$ cat src/rtl/gcd_engine.sv
// Subtractive GCD engine: one compare or one subtract per clock, with abort and a
// held result that waits for ack.
module gcd_engine #(
   parameter int unsigned WIDTH  = 8,
   parameter int unsigned ITER_W = WIDTH
) (
   input  logic              clk,
   input  logic              rst,
   input  logic              start,
   input  logic [WIDTH-1:0]  x_in,
   input  logic [WIDTH-1:0]  y_in,
   input  logic              abort,
   input  logic              ack,
   output logic              ready,
   output logic              done,
   output logic [WIDTH-1:0]  gcd_out,
   output logic [ITER_W-1:0] iter_cnt,
   output logic              err
);

   typedef enum logic [2:0] {StIdle, StCmp, StSubX, StSubY, StDone} state_e;

   state_e            state_q, state_d;
   logic [WIDTH-1:0]  x_q, y_q, gcd_q;
   logic [ITER_W-1:0] iter_q, iter_inc;
   logic              err_q;

   assign iter_inc = (&iter_q) ? iter_q : iter_q + ITER_W'(1);

   always_ff @(posedge clk) begin
      if (!rst) begin
         state_q <= StIdle;
      end else begin
         state_q <= state_d;
      end
   end

   always_comb begin
      state_d = state_q;
      unique case (state_q)
         StIdle: begin
            if (start) begin
               state_d = (x_in != '0 && y_in != '0) ? StCmp : StDone;
            end
         end
         StCmp: begin
            if (abort) begin
               state_d = StIdle;
            end else if (x_q > y_q) begin
               state_d = StSubX;
            end else if (x_q < y_q) begin
               state_d = StSubY;
            end else begin
               state_d = StDone;
            end
         end
         StSubX, StSubY: state_d = abort ? StIdle : StCmp;
         StDone: begin
            if (ack) begin
               state_d = StIdle;
            end
         end
         default: state_d = StIdle;
      endcase
   end

   always_comb begin
      ready = (state_q == StIdle);
      done  = (state_q == StDone);
   end

   // An aborting edge leaves every working register untouched.
   always_ff @(posedge clk) begin
      if (!rst) begin
         x_q    <= '0;
         y_q    <= '0;
         gcd_q  <= '0;
         iter_q <= '0;
         err_q  <= 1'b0;
      end else begin
         case (state_q)
            StIdle: begin
               if (start) begin
                  x_q    <= x_in;
                  y_q    <= y_in;
                  iter_q <= '0;
                  err_q  <= (x_in == '0) && (y_in == '0);
                  // With a zero operand the result is the other one (or zero).
                  if (x_in == '0 || y_in == '0) begin
                     gcd_q <= x_in | y_in;
                  end
               end
            end
            StCmp: begin
               if (!abort && x_q == y_q) begin
                  gcd_q <= x_q;
               end
            end
            StSubX: begin
               if (!abort) begin
                  x_q    <= x_q - y_q;
                  iter_q <= iter_inc;
               end
            end
            StSubY: begin
               if (!abort) begin
                  y_q    <= y_q - x_q;
                  iter_q <= iter_inc;
               end
            end
            default: ;
         endcase
      end
   end

   assign gcd_out  = gcd_q;
   assign iter_cnt = iter_q;
   assign err      = err_q;

endmodule

$ cat config.mk
export PLATFORM = sky130hd
export DESIGN_NAME = gcd_engine
export DESIGN_NICKNAME = d
export VERILOG_FILES = /design/src/rtl/gcd_engine.sv
export SDC_FILE = /design/constraint.sdc
export NUM_CORES = 1
export LEC_CHECK = 0
export ABC_AREA = 1
export BUFFER_PORTS_ARGS = -buffer_cell sky130_fd_sc_hd__buf_2
export CAP_MARGIN = 0
export CORE_AREA = 4 4 74 76
export CTS_CLUSTER_SIZE = 24
export DETAILED_ROUTE_END_ITERATION = 10
export DIE_AREA = 0 0 78 80
export MAX_ROUTING_LAYER = met4
export PLACE_DENSITY_LB_ADDON = 0.1
export SYNTH_ARGS = -nofsm -noshare
export SYNTH_HDL_FRONTEND = slang
export SYNTH_SLANG_ARGS = --single-unit
$ cat constraint.sdc
create_clock -name clk -period 2.31 [get_ports clk]
set_clock_uncertainty 0.05 [all_clocks]
set_input_delay 0.1155 -clock clk [delete_from_list [all_inputs] [get_ports clk]]
set_output_delay 0.1155 -clock clk [all_outputs]
set_load 0.01 [all_outputs]
==> results of run 1 <==
-- metal layers --
metal | wire length, µm | up-vias | track usage (%)
met5 | 0 | - | -
li1 | - | 1429 | -
met2 | 3180 | 91 | 38.8
met3 | 510 | 14 | 4.51
met4 | 150 | 0 | 9.09
met1 | 3070 | 1181 | 28.9
-- metrics by stage --
stage | cell area, µm² | utilization [%] | hold WS [ns] | total power, W | instances
floorplan | 2690 | - | 0.215 | 0.00128 | 433
global placement | 2930 | 62.0 | 0.367 | 0.00144 | 531
detailed placement | 2930 | 62.0 | 0.372 | 0.00145 | 531
CTS | 3010 | 63.8 | 0.0644 | 0.00191 | 539
global route | 3010 | 63.8 | 0.100 | 0.00205 | 539
finish | 3010 | 63.8 | 0.0776 | 0.00190 | 539
-- cell type report --
type                            instances  area, µm²
Fill cell                             471       1710
Multi-Input combinational cell        311       1630
Sequential cell                        36        721
Inverter                               77        290
Timing Repair Buffer                   40        203
Tap cell                               67       83.8
Clock buffer                            5       68.8
Clock inverter                          3       18.8
-- worst reg2reg max path, cell delays in order (launching register included) --
cell and delay [ns]:
dfxtp_1 0.36, inv_1 0.08, ha_1 0.42, nand2_1 0.12, inv_2 0.09, nand2_2 0.07
nor3_4 0.15, nand2_1 0.10, nand2_2 0.24, nand2_1 0.11, nand2_1 0.07, nor2_1 0.04
-- cell families (layout without fill, tap and decap cells) --
| kind of cell | after synthesis | after routing | synth area share (%) |
|---|---|---|---|
| and+or+nand+nor | 212 | 212 | 34.6 |
| AOI/OAI and AO/OA | 74 | 74 | 14.6 |
| DFF | 36 | 36 | 26.8 |
| buffers and inverters | 86 | 125 | 12.8 |
| adders and majority gates | 18 | 18 | 8.92 |
| xor gates and xnor gates | 6 | 6 | 1.95 |
| muxes | 1 | 1 | 0.372 |
-- worst min path at each step --
stage | startpoint | slack, ns | end | cells after the start
after floorplan | abort | 0.22 | state_q[1] | 3
after global placement | x_in[2] | 0.37 | x_q[2] | 3
after detailed placement | x_in[2] | 0.37 | x_q[2] | 3
after CTS | x_in[4] | 0.06 | x_q[4] | 3
after global routing | x_in[4] | 0.10 | x_q[4] | 3
final | x_in[4] | 0.08 | x_q[4] | 3
-- cell usage after synthesis, drive strengths merged --
cell type	number	share of area, %
a211oi	1	0.28
a21oi	25	4.8
a31oi	3	0.70
buf	6	1.5
clkbuf	3	0.46
clkinv	2	0.32
dfxtp	36	27
fa	2	1.5
ha	16	7.4
inv	75	10
mux2i	1	0.37
nand2	121	18
nand3	25	5.3
nand4	5	1.2
nor2	54	8.0
nor3	5	1.3
o211ai	1	0.28
o21ai	44	8.6
or2	1	0.23
or3	1	0.23
xnor2	2	0.65
xor2	4	1.3
-- power groups by stage --
stage                     registers, W  logic [W]  clock network (W)
final                         0.000707   0.000740           0.000456
after CTS                     0.000707   0.000732           0.000470
after detailed placement      0.000721   0.000728                  0
after global routing          0.000713   0.000845           0.000495
after global placement        0.000719   0.000718                  0
after floorplan               0.000719   0.000560                  0
-- flip-flops by register name, indices dropped and copies added (netlist names) --
signal / flops
err: 1
gcd_out: 8
iter_cnt: 8
state_q: 3
x_q: 8
y_q: 8
-- layout by cell type (no fill, tap or decap), types with 2 or more instances in the layout --
master    netlist  routed
nand2_2         7       7
fa_1            2       2
dfxtp_1        36      36
inv_2           8       8
buf_2           3      39
xor2_1          4       4
inv_1          67      67
nor2_1         51      51
a31oi_1         3       3
nand2_1       111     111
ha_1           16      16
nand2_4         3       3
o21ai_1         4       4
clkinv_2        1       3
a21oi_1        24      24
nor2_2          2       2
nand3_1        23      23
o21ai_0        39      39
nand4_1         5       5
clkbuf_8        0       5
nor3_1          4       4
xnor2_1         2       2
==> flow_metrics.tcl, run 1 <==
set metrics [dict create \
    synth_area_mm2 0.00269 \
    powerDensity_mw_per_mm2 631 \
    cts_root_buf "clkbuf_8" \
    syn_avg_cell_area_um2 6.22 \
    io-pin-count 40 \
    cp.depth 11 \
    via_per_inst 5.04 \
    die-area_mm2 0.00624 \
    outcome "complete, no violations" \
    drt_iter0_markers 134 \
    ir_drop_uv 318 \
    r2r_cells 11 \
    grt_overflow_total 0 \
    core_area_mm2 0.00472 \
    reg2reg_to "gcd_out[7]" \
    antennaDiodeCount 0 \
    power.switching_w 0.000766 \
    pwr-share-comb_pct 38.9 \
    swShare_pct 40.3 \
    grt_pass1_vias 2506 \
    grt_max_degree 28 \
    reg2reg_from "x_q[4]" \
    fin_nets 510 \
    r2r_slack_ns 0.32 \
    layout_min_cycle_time_ns 1.99 \
    critPathRequiredTime_ns 2.45 \
    setup_slack_ns 0.324 \
    max_freq_mhz 503 \
    max_stage_delay_ns 0.42 \
    dp_slack_ns 0.359 \
    cts.repair.resized 0 \
    drc 0 \
    clk_latency_ns 0.29 \
    path_cells "inv_1 > ha_1 > nand2_1 > inv_2 > nand2_2 > nor3_4 > nand2_1 > nand2_2 > nand2_1 > nand2_1 > nor2_1" \
    p_clk_share_pct 24.0 \
    internal_power_w 0.00114 \
    synthesis.nets 472 \
    seq_area_frac_synth_pct 26.8 \
    yosys_warnings 0 \
    hold_viol_final 0 \
    cts_hold_buffers 0 \
    critical_path.endpoint "gcd_out[7]" \
    yosysUniqueCellTypes 37 \
    p_leak_nw 1.53 \
    holdCritPathClass "in2reg" \
    die_height_um 80 \
    grt_pass1_wl_um 11500 \
    io_buffer_count 39 \
    cp_max_fo 16 \
    path_buf_inv 2 \
    cts.sinks 36 \
    vias 2715 \
    seqPwrFrac_pct 37.1 \
    rsz0062_at_grt "no" \
    synth-seq-cells 36 \
    post_drt_wl_per_cell_um 12.8 \
    dp.final_hpwl_um 5320 \
    crit_path_start_kind "register" \
    ant_nets 0 \
    antenna_found_initial 0 \
    cts_buffer_depth 2 \
    tightest_slew_ns 0.366 \
    post-cts-setup-buffers 0 \
    cts_buffers 5 \
    wl_um 6910 \
    cpLargestDelayFamily "simple AND/OR/NAND/NOR gates" \
    worstSetupStartpoint "x_q[4]" \
    end_kind "register" \
    layout-drive-gt1-share_pct 16.1 \
    post-route-period-util_pct 86.0 \
    netlist_instances 433 \
    critPathMostFrequentCell "nand2_1" \
    arrival_ns 2.13 \
    drtPass1Iterations 7 \
    timing_max_transition_violations_final 0 \
    fp.dieW_um 78 \
    htreeDepth 2 \
    areaGrowthSynthToFinish_pct 11.9 \
    start_util_pct 57.0 \
    grt.total_usage_pct 23.7 \
    clk_transition_reported_paths_ns 0.08 \
    drv_cap 0 \
    final-setup-viol-count 0 \
    rows 25 \
    crit_type "reg2reg" \
    place_congestion 0.966 \
    slew_headroom_pct 75.4 \
    final.setup.tns_ns 0 \
    crit_slowest_cell "ha_1" \
    cts_tree "built" \
]
Power figures use the tool's default switching activity.
==> run 2, diff against run 1 <==
--- a/config.mk
+++ b/config.mk
@@ -8,10 +8,10 @@
 export ABC_AREA = 1
 export BUFFER_PORTS_ARGS = -buffer_cell sky130_fd_sc_hd__buf_2
 export CAP_MARGIN = 0
-export CORE_AREA = 4 4 74 76
+export CORE_AREA = 4 4 83 85
 export CTS_CLUSTER_SIZE = 24
 export DETAILED_ROUTE_END_ITERATION = 10
-export DIE_AREA = 0 0 78 80
+export DIE_AREA = 0 0 87 89
 export MAX_ROUTING_LAYER = met4
 export PLACE_DENSITY_LB_ADDON = 0.1
 export SYNTH_ARGS = -nofsm -noshare
==> run 2 against run 1 <==
Net effect:
- sequential power about the same
- wire length increased by 4.8%
- worst hold slack got worse by 0.011 ns
- sequential share of layout area decreased by 0.26 points
- core utilization decreased by 15 points
- cell count increased by 1.9%
- fmax increased by 0.37%
- total power increased by 6.3%
- highest routed layer unchanged
- clock-buffer cell count increased by 1
- first-iteration DRC count increased by 4.5%
- via count decreased by 2.1%
- critical endpoint unchanged
==> flow_metrics.tcl, run 2 (same netlist as run 1, synthesis figures left out) <==
set metrics [dict create \
    num-fill-cells 657 \
    wl_met1_um 3380 \
    wl_um 7250 \
    critPathMostFrequentCell "nand2_1" \
    timing_max_transition_violations_final 0 \
    drtPass1Iterations 4 \
    post-cts-setup-buffers 0 \
    layout-drive-gt1-share_pct 15.9 \
    via_per_inst 4.84 \
    post_drt_wl_per_cell_um 13.2 \
    rsz0062_at_grt "no" \
    cp.depth 11 \
    dr_wl_met3_um 411 \
    grt_pass1_wl_um 12000 \
    max_freq_mhz 505 \
    cts.sinks 36 \
    fin_util_pct 49.1 \
    drv_cap 0 \
    cts.repair.resized 0 \
    path_buf_inv 2 \
    fp.dieW_um 87 \
    clk_transition_reported_paths_ns 0.08 \
    pwr-share-comb_pct 36.9 \
    grt_overflow_total 0 \
    dp.final_hpwl_um 5490 \
    final.setup.tns_ns 0 \
    cts_buffers 5 \
    areaGrowthSynthToFinish_pct 13.1 \
    critPathRequiredTime_ns 2.46 \
    wl_met2_um 3310 \
    final-setup-viol-count 0 \
    htreeDepth 2 \
    holdPathEnd "x_q[3]" \
    final_cell_mix "111 x nand2_1, 67 x inv_1, 51 x nor2_1" \
    post-route-period-util_pct 85.7 \
    swShare_pct 38.3 \
    min_path_cells 3 \
    antenna_found_initial 0 \
    power_w 0.00202 \
    drc 0 \
    layout_min_cycle_time_ns 1.98 \
    core_area_mm2 0.00620 \
    reg2reg_to "gcd_out[7]" \
    drt_iter0_markers 140 \
    cts_tree "built" \
    seqPwrFrac_pct 34.9 \
    antennaDiodeCount 0 \
    grt.total_usage_pct 20.5 \
    start_util_pct 43.4 \
    max_stage_delay_ns 0.42 \
    holdCritPathClass "in2reg" \
    reg2reg_from "x_q[5]" \
    cpLargestDelayFamily "simple AND/OR/NAND/NOR gates" \
    powerDensity_mw_per_mm2 664 \
    grt_max_degree 28 \
    ant_nets 0 \
    p_leak_nw 1.54 \
    slew_headroom_pct 72.7 \
    ir_drop_uv 316 \
    fin_nets 510 \
    io-pin-count 40 \
    r2r_slack_ns 0.33 \
    power.switching_w 0.000775 \
    p_clk_share_pct 28.2 \
    cp_max_fo 16 \
    multi_input_area_mm2 0.00163 \
    hold_viol_final 0 \
    top_layer_used "met4" \
    grt_pass1_vias 2521 \
    tightest_slew_ns 0.405 \
    rows 29 \
    cts_hold_buffers 0 \
    r2r_cells 11 \
    die_height_um 89 \
    die-area_mm2 0.00774 \
    layout.cells.most_common "nand2_1" \
    holdWs_ns 0.0662 \
    clk_latency_ns 0.29 \
    regArea_um2 721 \
    crit_path_start_kind "register" \
    path_cells "inv_1 > ha_1 > nand2_1 > inv_2 > nand2_2 > nor3_4 > nand2_1 > nand2_2 > nand2_1 > nand2_1 > nor2_1" \
    outcome "complete, no violations" \
    place_congestion 0.937 \
    internal_power_w 0.00125 \
    arrival_ns 2.12 \
    io_buffer_count 39 \
    crit_type "reg2reg" \
    vias 2657 \
    setup_slack_ns 0.331 \
    dp_slack_ns 0.368 \
    cts_root_buf "clkbuf_8" \
    end_kind "register" \
    cts_buffer_depth 2 \
    hp-start "x_in[3]" \
    crit_slowest_cell "ha_1" \
]
==> run 2: cell types whose count changed in the layout (fill, tap and decap cells not counted) <==
cell / change
clkbuf_1: +1
clkinv_2: -1
clkinv_4: -1
bufinv_16: +1
==> run 2: power by group through the flow <==
stage	logic [W]	registers, W	clock network (W)
after floorplan	0.000560	0.000719	0
after global placement	0.000737	0.000720	0
after detailed placement	0.000735	0.000721	0
after CTS	0.000740	0.000706	0.000587
after global routing	0.000853	0.000715	0.000614
final	0.000746	0.000706	0.000569
==> run 2: routing by layer <==
metal | global-route usage (%) | vias up
met5 | - | -
met4 | 8.64 | 0
met3 | 3.13 | 11
met2 | 33.3 | 65
met1 | 25.4 | 1152
li1 | - | 1429
==> run 2: area by class of cell <==
cell class	instances	area share, %
flip-flops and latches	36	23.7
multi-input cells	311	53.5
repair buffers	40	6.65
well taps	77	3.16
clock buffers	6	2.38
inverters	77	9.53
clock inverters	2	1.15
==> run 2: stage by stage <==
step | area [µm²] | cells
4_1_cts | 3050 | 549
3_3_place_gp | 2940 | 541
2_1_floorplan | 2690 | 433
3_5_place_dp | 2940 | 541
5_1_grt | 3050 | 549
6_report | 3050 | 549
==> run 2: worst max path at each step <==
stage	startpoint	end	slack, ns
after floorplan	x_q[2]	gcd_out[6]	0.57
after global placement	x_q[3]	gcd_out[4]	0.37
after detailed placement	x_q[3]	gcd_out[1]	0.37
after CTS	x_q[3]	gcd_out[1]	0.35
after global routing	x_q[5]	gcd_out[3]	0.14
final	x_q[5]	gcd_out[7]	0.33
==> run 2: worst min-delay path, stage by stage <==
cell     delay, ns
buf_2         0.11
nand2_1       0.06
a31oi_1       0.07
